## config.mk

```make
export PLATFORM = sky130hd
export DESIGN_NAME = even_hold_sampler
export DESIGN_NICKNAME = d
export VERILOG_FILES = /design/src/rtl/even_hold_sampler.sv
export SDC_FILE = /design/constraint.sdc
export NUM_CORES = 1
export LEC_CHECK = 0
export BUFFER_PORTS_ARGS = -buffer_cell sky130_fd_sc_hd__buf_2
export CORE_UTILIZATION = 61
export DETAILED_ROUTE_END_ITERATION = 7
export GPL_TIMING_DRIVEN = 0
export PLACE_DENSITY = 0.86
export SLEW_MARGIN = 20
export SYNTH_ARGS = -nofsm -noshare
export SYNTH_HDL_FRONTEND = slang
export SYNTH_SLANG_ARGS = --single-unit
```

## constraint.sdc

```tcl
create_clock -name clk -period 7.9 [get_ports clk]
set_input_delay 1.58 -clock clk [delete_from_list [all_inputs] [get_ports clk]]
set_output_delay 1.58 -clock clk [all_outputs]
set_load 0.01 [all_outputs]
```

## src/rtl/even_hold_sampler.sv

```systemverilog
// Counter-stream reader: keeps the latest even word and checks the stream step.
// Sticky error stalls the stream until cleared.
module even_hold_sampler #(
  parameter int WIDTH = 32,
  parameter int STEP  = 1,
  parameter int CNT_W = 8
) (
  input  logic             clk,
  input  logic             rst,
  input  logic [WIDTH-1:0] in_data,
  input  logic             in_valid,
  output logic             in_ready,
  input  logic             err_clr,
  output logic [WIDTH-1:0] hold_q,
  output logic             hold_valid,
  output logic [CNT_W-1:0] accept_cnt,
  output logic [CNT_W-1:0] drop_cnt,
  output logic             err,
  output logic [1:0]       state_o
);

  typedef enum logic [1:0] {
    S_EMPTY = 2'd0,
    S_HOLD  = 2'd1,
    S_ERROR = 2'd2
  } state_t;

  localparam logic [WIDTH-1:0] LP_STEP = WIDTH'(STEP);
  localparam logic [CNT_W-1:0] LP_CMAX = '1;

  state_t           r_state;
  state_t           w_state_nx;
  logic [WIDTH-1:0] r_hold;
  logic [WIDTH-1:0] w_hold_nx;
  logic             r_hv;
  logic             w_hv_nx;
  logic [WIDTH-1:0] r_last;
  logic [WIDTH-1:0] w_last_nx;
  logic [CNT_W-1:0] r_acc;
  logic [CNT_W-1:0] w_acc_nx;
  logic [CNT_W-1:0] r_drop;
  logic [CNT_W-1:0] w_drop_nx;
  logic             r_err;
  logic             w_err_nx;
  logic             w_xfer;
  logic [WIDTH-1:0] w_expect;
  logic             w_seq_bad;

  assign in_ready  = (r_state != S_ERROR);
  assign w_xfer    = in_valid && in_ready;
  assign w_expect  = r_last + LP_STEP;
  // The first word after EMPTY seeds last_seen and is never checked.
  assign w_seq_bad = (r_state == S_HOLD) && (in_data != w_expect);

  always_ff @(posedge clk or posedge rst) begin
    if (rst) begin
      r_state <= S_EMPTY;
      r_hold  <= '0;
      r_hv    <= 1'b0;
      r_last  <= '0;
      r_acc   <= '0;
      r_drop  <= '0;
      r_err   <= 1'b0;
    end else begin
      r_state <= w_state_nx;
      r_hold  <= w_hold_nx;
      r_hv    <= w_hv_nx;
      r_last  <= w_last_nx;
      r_acc   <= w_acc_nx;
      r_drop  <= w_drop_nx;
      r_err   <= w_err_nx;
    end
  end

  always_comb begin
    w_state_nx = r_state;
    w_hold_nx  = r_hold;
    w_hv_nx    = r_hv;
    w_last_nx  = r_last;
    w_acc_nx   = r_acc;
    w_drop_nx  = r_drop;
    w_err_nx   = r_err;
    unique case (r_state)
      S_EMPTY, S_HOLD: begin
        if (w_xfer) begin
          if (w_seq_bad) begin
            w_state_nx = S_ERROR;
            w_err_nx   = 1'b1;
          end else begin
            w_state_nx = S_HOLD;
            w_last_nx  = in_data;
            if (!in_data[0]) begin
              w_hold_nx = in_data;
              w_hv_nx   = 1'b1;
              if (r_acc != LP_CMAX) w_acc_nx = r_acc + 1'b1;
            end else begin
              if (r_drop != LP_CMAX) w_drop_nx = r_drop + 1'b1;
            end
          end
        end
      end
      S_ERROR: begin
        if (err_clr) begin
          w_state_nx = S_EMPTY;
          w_err_nx   = 1'b0;
        end
      end
      default: w_state_nx = S_EMPTY;
    endcase
  end

  assign hold_q     = r_hold;
  assign hold_valid = r_hv;
  assign accept_cnt = r_acc;
  assign drop_cnt   = r_drop;
  assign err        = r_err;
  assign state_o    = r_state;

endmodule

```

==> results of run 1 <==
-- per-layer routing --
layer	vias to the layer above	GRT usage (%)	share of wire (%)
met5	-	0	0
met4	0	11.0	2.1
met3	23	4.27	5.1
met2	139	43.4	49
met1	1788	36.4	44
li1	1665	-	-
-- layout by cell type, fill, tap and decap left out, types with 2 or more instances in the layout --
cell type	n
sky130_fd_sc_hd__a211oi_1	3
sky130_fd_sc_hd__clkinvlp_4	2
sky130_fd_sc_hd__xnor2_1	27
sky130_fd_sc_hd__a311oi_1	2
sky130_fd_sc_hd__nor4_1	13
sky130_fd_sc_hd__a21oi_1	6
sky130_fd_sc_hd__nand2_1	20
sky130_fd_sc_hd__nand2b_4	2
sky130_fd_sc_hd__mux2_4	59
sky130_fd_sc_hd__and3_2	2
sky130_fd_sc_hd__nand2b_1	5
sky130_fd_sc_hd__a31oi_1	4
sky130_fd_sc_hd__a31o_2	2
sky130_fd_sc_hd__or4_2	2
sky130_fd_sc_hd__clkbuf_8	13
sky130_fd_sc_hd__inv_1	6
sky130_fd_sc_hd__o21ai_1	2
sky130_fd_sc_hd__and4_1	2
sky130_fd_sc_hd__or3_1	2
sky130_fd_sc_hd__buf_12	6
sky130_fd_sc_hd__buf_2	87
sky130_fd_sc_hd__or3b_2	2
sky130_fd_sc_hd__nor3_1	10
sky130_fd_sc_hd__nor4b_1	2
sky130_fd_sc_hd__xor2_1	24
sky130_fd_sc_hd__dfrtp_1	83
sky130_fd_sc_hd__mux2_2	6
sky130_fd_sc_hd__buf_6	4
sky130_fd_sc_hd__nor2b_1	2
sky130_fd_sc_hd__nor2_1	19
sky130_fd_sc_hd__ha_1	3
sky130_fd_sc_hd__nand4_1	14
sky130_fd_sc_hd__nand3_1	16
sky130_fd_sc_hd__or4_4	2
sky130_fd_sc_hd__a211o_1	2
sky130_fd_sc_hd__and3_1	7
sky130_fd_sc_hd__o21ai_0	7
-- power by group through the flow --
stage,combinational (mW),sequential (mW),clock (mW)
floorplan,0.729,0.831,0
global placement,0.993,0.800,0
detailed placement,1.03,0.815,0
CTS,1.04,0.812,0.332
global route,1.12,0.844,0.346
finish,1.04,0.816,0.329
-- cell type report --
| type | instances | area share (%) |
|---|---|---|
| plain buffers | 15 | 3.76 |
| multi-input cells | 296 | 44.8 |
| clock buffers | 13 | 2.99 |
| inverters | 7 | 0.509 |
| flip-flops and latches | 83 | 36.7 |
| well taps | 102 | 2.26 |
| repair buffers | 88 | 8.19 |
| clock inverters | 3 | 0.797 |
-- cell families (layout without fill, tap and decap cells) --
kind of cell | after synthesis | in the layout | synth area share [%]
XOR/XNOR | 51 | 51 | 9.22
other | 1 | 1 | 0.0774
AND/OR/NAND/NOR | 134 | 134 | 16.2
adder cells (fa/ha/maj) | 3 | 3 | 0.774
buffers and inverters | 22 | 126 | 4.93
flip-flops | 83 | 83 | 42.8
AO/OA/AOI/OAI | 41 | 41 | 6.12
multiplexers | 66 | 66 | 19.9
-- flip-flops by register name (all words and copies together), names as in the netlist --
signal and cells:
err 1, r_last 32, state_o 2, drop_cnt 8
hold_q 31, hold_valid 1, accept_cnt 8
-- worst max-delay path, delay by kind of cell --
family | cells | cell delay [ns]
buffers and inverters | 3 | 0.43
AND/OR/NAND/NOR | 5 | 1.37
AO/OA/AOI/OAI | 3 | 0.82
multiplexers | 1 | 0.30
-- metrics by stage --
stage / hold WS [ns] / util [%]
global route: 0.511 / 73.6
finish: 0.469 / 73.6
global placement: 0.446 / 70.4
detailed placement: 0.447 / 70.8
floorplan: 0.502 / -
CTS: 0.476 / 73.6
-- how the worst max path moves through the flow --
| stage | startpoint | to | slack, ns | cells past startpoint |
|---|---|---|---|---|
| 3_3_place_gp | rst | hold_q[24] | 3.24 | 2 |
| 5_1_grt | in_data[9] | r_last[27] | 3.48 | 12 |
| 6_report | in_data[9] | r_last[27] | 3.62 | 12 |
| 4_1_cts | in_data[9] | r_last[27] | 3.65 | 12 |
| 2_1_floorplan | in_data[9] | hold_q[10] | 3.63 | 11 |
| 3_5_place_dp | in_data[9] | hold_q[18] | 3.29 | 12 |
==> out/results.env, run 1 <==
RUN_STATUS='completed'
POSTROUTEANTENNANETS=0
CAP_VIOL_MAX_COUNT=0
HTREE_NUM_LEVELS=3
FMAXACHIEVABLE_MHz=234
R2R_START='r_last[5]'
VIAS_IN_THE_FIRST_GLOBAL_ROUTE=3638
DP_WORST_SETUP_SLACK_NS=3.29
CTS_HOLD_BUFFERS=0
CELL_INTERNAL_PWR_mW=1.37
POWER_SWITCHING_SHARE_PCT=37.2
NUMBER_OF_BUFFERS_CREATED_BY_CTS=9
INITIAL_ANTENNA_VIOLATION_COUNT=0
DRC=0
DRT_WIRELENGTH_UM=10600
RELATIVE_CONTRIBUTION_OF_THE_CLOCK_NETWORK_TO_TOTAL_POWER_PCT=15.1
GP_CONGESTION=0.827
SYNTHESIS.AREA_PER_INSTANCE_UM2=12.1
FINAL_MAX_SLEW_VIOL_COUNT=0
YS.WARNINGS.COUNT=0
PWR_DENSITY_CELL_nW_PER_UM2=386
CTS_RESIZED=0
LAYOUT.CELLS.NON_FILLER=607
DP_HPWL_UM=7660
MIN-DELAY-PATH-CLASS='reg2reg'
FLOORPLAN.DIE_AREA_UM2=8310
POST-SYNTH-TOP-AREA-CELL='sky130_fd_sc_hd__dfrtp_1'
START_UTIL_PCT=63.1
CRIT_PATH_MAX_CELL_DELAY_NS=0.49
CLK_PATH_BUF_DEPTH=2
YOSYS.CELL_COUNT.TOP_TYPE='sky130_fd_sc_hd__dfrtp_1'
TIMING.MAX_SLEW.REL_SLACK_PCT=34.8
LEAKAGE_nW=2.69
VIAS_PER_CELL=5.96
WORSTPATHMAXFANOUT=10
DIE-WIDTH_UM=91.1
WHS_ENDPOINT='hold_valid'
GRT_OVERFLOW=0
COMB_POWER_SHARE_PCT=47.5
LAYOUT_SETUP_WS_NS=3.62
INSERTION_DELAY_NS=0.36
DPL.CELL_COUNT=591
NET_SWITCHING_COMPONENT_OF_THE_POWER_mW=0.811
SYNTHARSTFLOPSHARE_PCT=100
CRITICAL_PATH.REG2REG.ENDPOINT='r_last[27]'
TRACK_USAGE_PCT=26.9
HOLD_PATH_STARTPOINT='hold_valid'
SYNTH.FF_LATCH_COUNT=83
SYNTH_FLOP_CELL='sky130_fd_sc_hd__dfrtp_1'
FINAL_MIN_PERIOD_OVER_CLOCK_PERIOD_PCT=54.1
YS_TYPES=66
GRT_START_MAX_NET_PINS=53
FINAL.SETUP_SKEW_NS=0.00747
CRITICAL_PATH_CELL_LIST='buf_2, or3b_2, nor4_1, o21ai_0, a22oi_1, nand4_1, or4_4, o41a_4, nand2b_4, buf_6, buf_12, mux2_4'
RELATIVE_CONTRIBUTION_OF_SEQUENTIAL_CELLS_TO_TOTAL_POWER_PCT=37.4
TOTAL_POWER_mW=2.18
GRT_FIRST_PASS_WIRELENGTH_UM=17700
R2R_SETUP_SLACK_NS=3.91
DESIGN_AREA_UM2=5650
DRIVE_ABOVE_1_SHARE_PCT=40.4
FINALSETUPVIOLATIONS=0
DIE-HEIGHT_UM=91.1
ROUTEDWLPERCELL_UM=17.4
SYNTH_TOP_AREA_SHARE_PCT=42.8
MAX-VDD-IR-DROP_mV=0.210
CTS_TREE='built'
NETLIST_INSTANCES=401
IOS=89
REG2REGPATHDEPTH=11
AREA_USED_BY_SEQUENTIAL_LOGIC_IN_THE_LAYOUT_UM2=2080
TRANSITION_TIME_AT_THE_PIN_WITH_THE_LEAST_SLEW_MARGIN_NS=0.970
CTS_SETUP_BUFFERS=0
POSTSYNTHNETCOUNT=440
N_ANTENNA_CELL=0
TIMING.CRITICAL_PATH.ARRIVAL_NS=4.52
WORST_EP_REQUIRED_TIME_NS=8.14
DRTPASS1ITERATIONS=4
GRT_SETUP_UNREPAIRED='false'
NUM-FILL-CELLS=537
TIMING.SETUP.CRITICAL_PATH_CLASS='in2reg'
SHARE_OF_THE_YOSYS_CHIP_AREA_BELONGING_TO_REGISTERS_PCT=42.8
STARTPOINT_TYPE='primary input'
CLOCKROOTBUFFER='sky130_fd_sc_hd__clkbuf_8'
NUMBER_OF_DESIGN_RULE_VIOLATIONS_LEFT_BY_THE_FIRST_DETAILED_ROUTER_ITERATION=198
DPL_CELL_AREA_UM2=5440
CORE_AREA_UM2=7690
MULTIINPUTGATEAREA_UM2=2530
FINAL_CRITICAL_PATH_TIME_INCLUDING_I_O_DELAYS_AND_SETUP_NS=4.28
SYNTH_TOP_CELLS_BY_COUNT='83 x sky130_fd_sc_hd__dfrtp_1, 59 x sky130_fd_sc_hd__mux2_4, 27 x sky130_fd_sc_hd__xnor2_1'
SYNTH.AREA.TOP_CELLS='sky130_fd_sc_hd__dfrtp_1 43%, sky130_fd_sc_hd__mux2_4 18%, sky130_fd_sc_hd__xnor2_1 4.9%, sky130_fd_sc_hd__xor2_1 4.3%, sky130_fd_sc_hd__buf_12 2.5%'
VIAS=3615
TIMING.CRITICAL_PATH.SLOWEST_STAGE_CELL='sky130_fd_sc_hd__o41a_4'
LAYOUT.NETS=539
PLACE.PORT_BUFFERS=87
FINALHOLDVIOLATIONS=0
SYNTH_EDF_COUNT=0
WHS_PATH_DEPTH=1
NUM_ROWS=32
CLK_TRANSITION_REPORTED_PATHS_NS=0.08
TNS_NS=0
SYN_TO_FINAL_GROWTH_PCT=16.6
SYNTH_AREA_UM2=4850
END_KIND='flip-flop'
CTS.SINK_COUNT=83
No activity file was read; power rests on OpenSTA's default activity.
==> run 2, diff against run 1 <==
CORE_UTILIZATION = 56   (was 61)
PLACE_DENSITY = 0.8   (was 0.86)
clock period = 4.1 ns   (was 7.9 ns; I/O delays follow)
==> run 2 against run 1 <==
Global-route usage down 2.6 points. Routed wire length down 4.2%. Worst hold slack worse by 0.0020 ns. Die area up 8.7%. Combinational power up 90%. Via count down 2.4%. Largest cell class unchanged. Largest power group unchanged.
==> out/results.env, run 2 (synthesis results as in run 1) <==
FINAL_MIN_PERIOD_OVER_CLOCK_PERIOD_PCT=95.1
MAX-VDD-IR-DROP_mV=0.419
NUM_ROWS=33
CLOCKROOTBUFFER='sky130_fd_sc_hd__clkbuf_8'
START_UTIL_PCT=58.4
WORSTPATHMAXFANOUT=10
MIN-DELAY-PATH-CLASS='reg2reg'
REGISTERS.TOP_BY_FF_COUNT='r_last'
IOS=89
FINAL.SETUP_SKEW_NS=0.0132
GRT_START_MAX_NET_PINS=53
CORE_AREA_UM2=8300
CTS_HOLD_BUFFERS=0
DP_HPWL_UM=7400
RUN_STATUS='completed'
GRT_OVERFLOW=0
CLK_TRANSITION_REPORTED_PATHS_NS=0.09
LEAKAGE_nW=2.67
NET_SWITCHING_COMPONENT_OF_THE_POWER_mW=1.54
TIMING.MAX_SLEW.REL_SLACK_PCT=43.7
CTS_SETUP_BUFFERS=0
CTS_TREE='built'
DP_WORST_SETUP_SLACK_NS=0.210
GRT_SETUP_UNREPAIRED='false'
TIMING.SETUP.CRITICAL_PATH_CLASS='reg2reg'
RELATIVE_CONTRIBUTION_OF_SEQUENTIAL_CELLS_TO_TOTAL_POWER_PCT=38.3
VIAS_PER_CELL=5.78
POSTROUTEANTENNANETS=0
NUM-FILL-CELLS=618
CELL_INTERNAL_PWR_mW=2.55
INSERTION_DELAY_NS=0.36
LARGEST_REG_FLOPS=32
LAYOUT_SETUP_WS_NS=0.200
NUMBER_OF_BUFFERS_CREATED_BY_CTS=9
NUMBER_OF_DESIGN_RULE_VIOLATIONS_LEFT_BY_THE_FIRST_DETAILED_ROUTER_ITERATION=131
DRTPASS1ITERATIONS=4
DRIVE_ABOVE_1_SHARE_PCT=40.4
CAP_VIOL_MAX_COUNT=0
HTREE_NUM_LEVELS=3
LAYOUT.NETS=539
DIE-WIDTH_UM=95.0
WORST_EP_REQUIRED_TIME_NS=4.34
SYN_TO_FINAL_GROWTH_PCT=15.8
FINAL_CRITICAL_PATH_TIME_INCLUDING_I_O_DELAYS_AND_SETUP_NS=3.90
ROUTEDWLPERCELL_UM=16.6
STARTPOINT_TYPE='flip-flop'
TRACK_USAGE_PCT=24.3
FMAXACHIEVABLE_MHz=256
FINAL_MAX_SLEW_VIOL_COUNT=0
PWR_DENSITY_CELL_nW_PER_UM2=727
PLACE.PORT_BUFFERS=87
TNS_NS=0
FINALHOLDVIOLATIONS=0
GRT_FIRST_PASS_WIRELENGTH_UM=16800
TIMING.CRITICAL_PATH.ARRIVAL_NS=4.14
DRC=0
POWER_SWITCHING_SHARE_PCT=37.6
CLK_PATH_BUF_DEPTH=2
MOST_COMMON_CELL_AFTER_LAYOUT_FILL_AND_TAPS_ASIDE='sky130_fd_sc_hd__buf_2'
INITIAL_ANTENNA_VIOLATION_COUNT=1
COMB_POWER_SHARE_PCT=48.5
TRANSITION_TIME_AT_THE_PIN_WITH_THE_LEAST_SLEW_MARGIN_NS=0.838
CTS.SINK_COUNT=83
N_ANTENNA_CELL=0
DRT_WIRELENGTH_UM=10100
DIE-HEIGHT_UM=95.0
VIAS=3528
FINALSETUPVIOLATIONS=0
VIAS_IN_THE_FIRST_GLOBAL_ROUTE=3411
LAYOUT.CELLS.MOST_COMMON_LIST='87 x sky130_fd_sc_hd__buf_2, 83 x sky130_fd_sc_hd__dfrtp_1, 59 x sky130_fd_sc_hd__mux2_4'
END_KIND='flip-flop'
FLOORPLAN.DIE_AREA_UM2=9030
GP_CONGESTION=0.948
RELATIVE_CONTRIBUTION_OF_THE_CLOCK_NETWORK_TO_TOTAL_POWER_PCT=13.1
## run 2: changes by cell type in the layout (fill, tap and decap cells not counted), sizes merged
cell      delta
clkinv       +3
bufinv       -1
clkbuf       -1
clkinvlp     -1
## run 2: through the flow
stage	hold slack [ns]	std cells	power, mW	utilization, %	area [µm²]
2_1_floorplan	0.502	401	3.01	-	4850
3_3_place_gp	0.447	593	3.46	65.2	5410
3_5_place_dp	0.451	594	3.55	65.5	5440
4_1_cts	0.472	610	4.09	67.6	5610
5_1_grt	0.492	610	4.36	67.6	5610
6_report	0.467	610	4.08	67.6	5610
## run 2: worst paths after layout
path / startpoint / end / slack (ns) / depth (start not counted)
worst max-delay path: r_last[5] / hold_q[10] / 0.20 / 11
worst min-delay path: hold_valid / hold_valid / 0.47 / 1
worst max register to register: r_last[5] / hold_q[10] / 0.20 / 11
worst min register to register: hold_valid / hold_valid / 0.47 / 1
max in group asynchronous: rst / r_last[16] / 2.93 / 3
min in group asynchronous: rst / drop_cnt[4] / 0.55 / 2
## run 2: layout make-up
cell class | count | area (µm²) | share of cell area (%)
Clock inverter | 4 | 26.3 | 0.468
Sequential cell | 83 | 2080 | 37.0
Clock buffer | 12 | 145 | 2.59
Inverter | 7 | 28.8 | 0.513
Tap cell | 105 | 131 | 2.34
Buffer | 15 | 213 | 3.79
Multi-Input combinational cell | 296 | 2540 | 45.2
Timing Repair Buffer | 88 | 455 | 8.11
## run 2: worst max-delay path: stages (launching register included)
cell and delay, ns:
sky130_fd_sc_hd__dfrtp_1 0.47, sky130_fd_sc_hd__nand4_2 0.24, sky130_fd_sc_hd__or4_4 0.60, sky130_fd_sc_hd__or3_1 0.38
sky130_fd_sc_hd__nor3_2 0.17, sky130_fd_sc_hd__o21ai_1 0.08, sky130_fd_sc_hd__or4_4 0.58, sky130_fd_sc_hd__o41a_4 0.49
sky130_fd_sc_hd__nand2b_4 0.16, sky130_fd_sc_hd__buf_6 0.15, sky130_fd_sc_hd__buf_12 0.15, sky130_fd_sc_hd__mux2_4 0.30
## run 2: timing repair
item                                   CTS  global route
endpoints found under the hold margin    0             0
setup endpoints to repair                0            61
gates resized for setup                  0             1
## run 2: power groups by stage
stage	clock (mW)	sequential, mW	combinational [mW]
after detailed placement	0	1.57	1.98
after global routing	0.575	1.63	2.15
after floorplan	0	1.60	1.40
final	0.536	1.56	1.98
after CTS	0.541	1.56	1.99
after global placement	0	1.54	1.92
## run 2: metal layers
metal  up-vias  global-route usage, %  part of all wire (%)
met2       122                   37.9                    48
met4         0                   8.96                   1.9
met3        20                   5.42                   5.2
met1      1725                   33.2                    45
met5         -                      0                     0
li1       1661                      -                     -
